--- config.mk ---
export PLATFORM = sky130hd
export DESIGN_NAME = serial_adder_ctrl
export DESIGN_NICKNAME = d
export VERILOG_FILES = /design/src/rtl/serial_adder_pkg.sv /design/src/rtl/rr_arbiter.sv /design/src/rtl/serial_adder_ctrl.sv
export SDC_FILE = /design/constraint.sdc
export NUM_CORES = 1
export LEC_CHECK = 0
export ABC_AREA = 1
export BUFFER_PORTS_ARGS = -buffer_cell sky130_fd_sc_hd__buf_2
export CAP_MARGIN = 15
export CORE_MARGIN = 2
export CORE_UTILIZATION = 50
export CTS_BUF_LIST = sky130_fd_sc_hd__clkbuf_4 sky130_fd_sc_hd__clkbuf_8
export CTS_CLUSTER_DIAMETER = 200
export DETAILED_ROUTE_END_ITERATION = 8
export GPL_TIMING_DRIVEN = 0
export HOLD_SLACK_MARGIN = 0.06
export PLACE_DENSITY_LB_ADDON = 0.15
export SYNTH_ARGS = -nofsm -noshare
export SYNTH_HDL_FRONTEND = slang
export SYNTH_SLANG_ARGS = --single-unit
--- constraint.sdc ---
create_clock -name clk -period 2.9 [get_ports clk]
set_clock_uncertainty 0.05 [all_clocks]
set_input_delay 0.725 -clock clk [delete_from_list [all_inputs] [get_ports clk]]
set_output_delay 0.725 -clock clk [all_outputs]
set_load 0.1 [all_outputs]
--- src/rtl/serial_adder_pkg.sv ---
// Shared types and defaults for the serial-adder request scheduler.
// Feature macro used by the controller: ADDER_TIMEOUT_EN.
package serial_adder_pkg;

   typedef enum logic [1:0] {
      IDLE,
      START,
      WAIT,
      RESP
   } state_t;

   localparam int DEF_NUM_REQ = 4;
   localparam int DEF_WIDTH   = 8;
   localparam int DEF_TIMEOUT = 32;

   function automatic int idx_w(input int n);
      return (n <= 2) ? 1 : $clog2(n);
   endfunction

endpackage

--- src/rtl/rr_arbiter.sv ---
// Combinational round-robin arbiter: first requester at or above the
// pointer wins, wrapping modulo N.
module rr_arbiter
   import serial_adder_pkg::*;
#(
   parameter int N  = DEF_NUM_REQ,
   parameter int IW = idx_w(N)
) (
   input  logic [N-1:0]  i_req,
   input  logic [IW-1:0] i_ptr,
   output logic [N-1:0]  o_grant,
   output logic [IW-1:0] o_idx,
   output logic          o_any
);

   always_comb begin
      int j;
      j       = 0;
      o_grant = '0;
      o_idx   = '0;
      o_any   = 1'b0;
      for (int k = 0; k < N; k++) begin
         j = (int'(i_ptr) + k) % N;
         if (!o_any && i_req[IW'(j)]) begin
            o_any           = 1'b1;
            o_grant[IW'(j)] = 1'b1;
            o_idx           = IW'(j);
         end
      end
   end

endmodule

--- src/rtl/serial_adder_ctrl.sv ---
// Shares one serial adder among NUM_REQ requesters, round-robin.
// Define ADDER_TIMEOUT_EN to add a WAIT-state watchdog (rsp_err).
module serial_adder_ctrl
   import serial_adder_pkg::*;
#(
   parameter int NUM_REQ        = DEF_NUM_REQ,
   parameter int WIDTH          = DEF_WIDTH,
   parameter int TIMEOUT_CYCLES = DEF_TIMEOUT
) (
   input  logic                     clk,
   input  logic                     rst,
   input  logic [NUM_REQ-1:0]       req_valid,
   input  logic [NUM_REQ*WIDTH-1:0] req_a,
   input  logic [NUM_REQ*WIDTH-1:0] req_b,
   output logic [NUM_REQ-1:0]       req_ready,
   output logic [NUM_REQ-1:0]       rsp_valid,
   input  logic [NUM_REQ-1:0]       rsp_ready,
   output logic [WIDTH:0]           rsp_sum,
   output logic                     rsp_err,
   output logic                     add_start,
   output logic [WIDTH-1:0]         add_a,
   output logic [WIDTH-1:0]         add_b,
   input  logic [WIDTH:0]           add_sum,
   input  logic                     add_done
);

   localparam int IW = idx_w(NUM_REQ);

   state_t             r_state;
   state_t             w_next;
   logic [IW-1:0]      r_rr_ptr;
   logic [IW-1:0]      r_owner;
   logic [IW-1:0]      w_idx;
   logic [NUM_REQ-1:0] w_grant;
   logic               w_any;
   logic               w_idle;
   logic [WIDTH-1:0]   r_add_a;
   logic [WIDTH-1:0]   r_add_b;
   logic [WIDTH:0]     r_rsp_sum;
   logic               r_done_q;
   logic               w_done_ev;
   logic               w_tmo;
   logic               w_rsp_hs;

   rr_arbiter #(
      .N  (NUM_REQ),
      .IW (IW)
   ) u_arb (
      .i_req   (req_valid),
      .i_ptr   (r_rr_ptr),
      .o_grant (w_grant),
      .o_idx   (w_idx),
      .o_any   (w_any)
   );

   // Only a fresh rising edge of done counts; a stale high level is ignored.
   assign w_done_ev = add_done & ~r_done_q;
   assign w_idle    = (r_state == IDLE) & ~rst;
   assign w_rsp_hs  = (r_state == RESP) & rsp_ready[r_owner];

   assign req_ready = w_idle ? w_grant : '0;
   assign rsp_valid = (r_state == RESP) ? (NUM_REQ'(1) << r_owner) : '0;
   assign add_start = (r_state == START);
   assign add_a     = r_add_a;
   assign add_b     = r_add_b;
   assign rsp_sum   = r_rsp_sum;

`ifdef ADDER_TIMEOUT_EN
   localparam int CW = $clog2(TIMEOUT_CYCLES + 1);

   logic [CW-1:0] r_wcnt;
   logic          r_rsp_err;

   assign w_tmo   = (r_state == WAIT) & (r_wcnt == CW'(TIMEOUT_CYCLES - 1));
   assign rsp_err = r_rsp_err;

   always_ff @(posedge clk or posedge rst) begin
      if (rst) begin
         r_wcnt    <= '0;
         r_rsp_err <= 1'b0;
      end else begin
         if (r_state == START) r_wcnt <= '0;
         else if (r_state == WAIT) r_wcnt <= r_wcnt + 1'b1;
         if (r_state == WAIT) begin
            if (w_done_ev) r_rsp_err <= 1'b0;
            else if (w_tmo) r_rsp_err <= 1'b1;
         end
      end
   end
`else
   logic w_unused_to;

   assign w_unused_to = (TIMEOUT_CYCLES != 0);
   assign w_tmo       = 1'b0;
   assign rsp_err     = 1'b0;
`endif

   always_comb begin
      w_next = r_state;
      unique case (r_state)
         IDLE:    if (w_any) w_next = START;
         START:   w_next = WAIT;
         WAIT:    if (w_done_ev || w_tmo) w_next = RESP;
         RESP:    if (w_rsp_hs) w_next = IDLE;
         default: w_next = IDLE;
      endcase
   end

   always_ff @(posedge clk or posedge rst) begin
      if (rst) begin
         r_state   <= IDLE;
         r_rr_ptr  <= '0;
         r_owner   <= '0;
         r_add_a   <= '0;
         r_add_b   <= '0;
         r_rsp_sum <= '0;
         r_done_q  <= 1'b0;
      end else begin
         r_state  <= w_next;
         r_done_q <= add_done;
         if (r_state == IDLE && w_any) begin
            r_add_a <= req_a[w_idx*WIDTH +: WIDTH];
            r_add_b <= req_b[w_idx*WIDTH +: WIDTH];
            r_owner <= w_idx;
         end
         if (r_state == WAIT && w_done_ev) r_rsp_sum <= add_sum;
         else if (w_tmo) r_rsp_sum <= '0;
         if (w_rsp_hs) begin
            r_rr_ptr <= (r_owner == IW'(NUM_REQ - 1)) ? '0 : r_owner + 1'b1;
         end
      end
   end

endmodule

==> impl_metrics.tcl <==
set metrics [dict create \
    worstReg2RegStart "r_rr_ptr[0]" \
    tns_ns -0.180 \
    h-tree-depth 2 \
    cp-end-kind "output port" \
    fin_crit_ns 2.97 \
    vias 2996 \
    clk_latency_ns 0.28 \
    seq_area_sq_um 803 \
    start_kind "flip-flop" \
    wl_microns 7980 \
    grt_max_degree 22 \
    ant_nets 0 \
    syn_area_sq_um 2840 \
    via_per_inst 4.96 \
    place_congestion 0.860 \
    cpMaxStageDelayCell "dfrtp_2" \
    syn_inst 381 \
    fin_util_pct 73.9 \
    worstSetupPathType "reg -> out" \
    r2r_cells 17 \
    cp_max_fo 5 \
    cp-startpoint "r_rr_ptr[0]" \
    tightest_slew_ns 0.541 \
    dr.pass1.iters 4 \
    yosys-top-cells-area "dfrtp_1 28%, nand2_1 12%, inv_1 8.8%, ha_1 7.5%, nand3_1 7.0%" \
    grt_pass1_vias 2769 \
    clock-root-buffer "clkbuf_8" \
    layout-drive-gt1-share_pct 44.5 \
    fp.dieW_microns 79.4 \
    drc 0 \
    drv_cap 0 \
    hold_violations 0 \
    stdcell_area_sq_um 4070 \
    crit_chain "buf_8 -> inv_12 -> ha_4 -> inv_4 -> nand3_4 -> nand2_4 -> nor2_4 -> nand3_4 -> o21ai_1 -> nand2_1 -> clkinvlp_4 -> buf_12" \
    min_path_type "in -> async" \
    yosysSeqAreaShare_pct 28.2 \
    run_status "complete, but fails checks" \
    grt_pass1_wl_microns 12200 \
    numPortBuffers 117 \
    slew_violations 0 \
    antenna_found_initial 0 \
    arrival_ns 2.20 \
    max-slew-margin-rel_pct 63.9 \
    placed_area_sq_um 3560 \
    violations "negative setup slack" \
    die_y_microns 79.4 \
    clkTransAtPathRegs_ns 0.07 \
    clk_path_buf_depth 2 \
    holdBufCountCts 0 \
    synthDistinctLibCells 39 \
    worst_slack_ns -0.0704 \
    die-area_sq_um 6310 \
    yosys_most_used_dff "dfrtp_1" \
    syn_avg_cell_area_sq_um 7.46 \
    synth_top_area_share_pct 28.2 \
    coreArea_sq_um 5510 \
    syn_nets 482 \
    fillers 446 \
    ys_ff_latch 32 \
    async_flop_share_pct 100 \
    yosysTopAreaCell "dfrtp_1" \
    slowest_delay_ns 0.37 \
    syn2layout_area_growth_pct 43.1 \
    cts-buffers-inserted 5 \
    rr_endpoint "add_a[1]" \
    synth-edff-count 0 \
    track_usage_pct 24.0 \
    cts_tree "yes" \
    fmax_mhz 337 \
    drt_iter0_drc 159 \
    crit_required_ns 2.12 \
    path_common_cell "nand3_4" \
    place_ws_ns -0.299 \
    dpl.hpwl_microns 5530 \
    rows 27 \
    diodes 0 \
    crit_path_end "req_ready[1]" \
    period_share_pct 102 \
    clkSinkCount 32 \
    initial_core_util_pct 51.6 \
    rsz0062_at_grt "yes" \
    gr-total-overflow 0 \
    multi_input_area_sq_um 1750 \
    reg2reg_slack_ns 0.37 \
    setup_viol_count_final 4 \
    synth_common_cells "90 x nand2_1, 67 x inv_1, 40 x nand3_1, 32 x dfrtp_1, 18 x or2_1" \
    wl_per_cell_microns 13.2 \
    synth_most_common_cell "nand2_1" \
    final_nets 632 \
    ys.warnings.count 0 \
    num_io_pins 119 \
]
==> worst min-delay path by stage <==
| stage | from | endpoint | slack (ns) | cells past startpoint |
|---|---|---|---|---|
| finish | rst | rsp_sum[0] | 0.44 | 2 |
| global route | rst | rsp_sum[0] | 0.47 | 2 |
| CTS | add_b[1] | add_b[1] | 0.44 | 2 |
| detailed placement | add_b[1] | add_b[1] | 0.42 | 2 |
| global placement | add_a[0] | add_a[0] | 0.41 | 2 |
| floorplan | r_state[0] | r_state[0] | 0.46 | 2 |
==> stage by stage <==
| stage | instances | hold WS, ns |
|---|---|---|
| after floorplan | 381 | 0.457 |
| after global placement | 570 | 0.415 |
| after detailed placement | 571 | 0.418 |
| after CTS | 593 | 0.438 |
| after global routing | 604 | 0.467 |
| final | 604 | 0.438 |
==> critical path, delay by kind of cell, from the launching register on <==
| family | cells | cell delay (ns) |
|---|---|---|
| buffers and inverters | 5 | 0.49 |
| and+or+nand+nor | 5 | 0.58 |
| adders and majority gates | 1 | 0.30 |
| DFF | 1 | 0.37 |
| AOI/OAI and AO/OA | 1 | 0.16 |
==> registers in the layout, summed over array words and instances (netlist names) <==
register  flops
r_done_q      1
r_state       2
r_owner       2
add_a         8
r_rr_ptr      2
add_b         8
rsp_sum       9
==> logic make-up after synthesis <==
kind of cell | synth area share, %
simple gates | 39.9
buf+inv | 14.6
flops | 28.2
compound gates | 6.20
fa+ha+maj | 7.48
mux | 3.56
other cells | 0.132
==> metal layers <==
| layer | global-route usage (%) | part of all wire (%) | wire [microns] | vias up |
|---|---|---|---|---|
| li1 | - | - | - | 1501 |
| met2 | 41.7 | 49 | 3940 | 122 |
| met5 | 0 | 0 | 0 | - |
| met4 | 7.59 | 2.0 | 161 | 0 |
| met3 | 5.09 | 6.6 | 523 | 19 |
| met1 | 29.7 | 42 | 3350 | 1354 |
==> cells in the final DEF (no fill, tap or decap), types with 10 or more instances in the layout <==
master,n
buf_4,24
inv_1,61
nand3_2,13
nand2_1,88
ha_1,16
nor2_1,10
buf_2,115
nand2_2,10
nand3_1,37
dfrtp_1,30
or2_1,18
==> timing repair <==
item,CTS,global route
endpoints found under the hold margin,0,0
setup buffers,14,11
pin swaps,9,8
gates resized for setup,34,19
setup endpoints to repair,4,4
==> final cells by class <==
type,instances,share of cell area [%]
buffer,13,3.51
clock buffer,6,1.88
clock inverter,2,0.861
inverter,71,7.20
multi-input combinational,265,43.0
sequential,32,19.7
tap,72,2.21
timing repair buffer,143,21.6
Power is not shown: default switching activity piles up to over one toggle a cycle in this logic, so the estimate is an artifact.
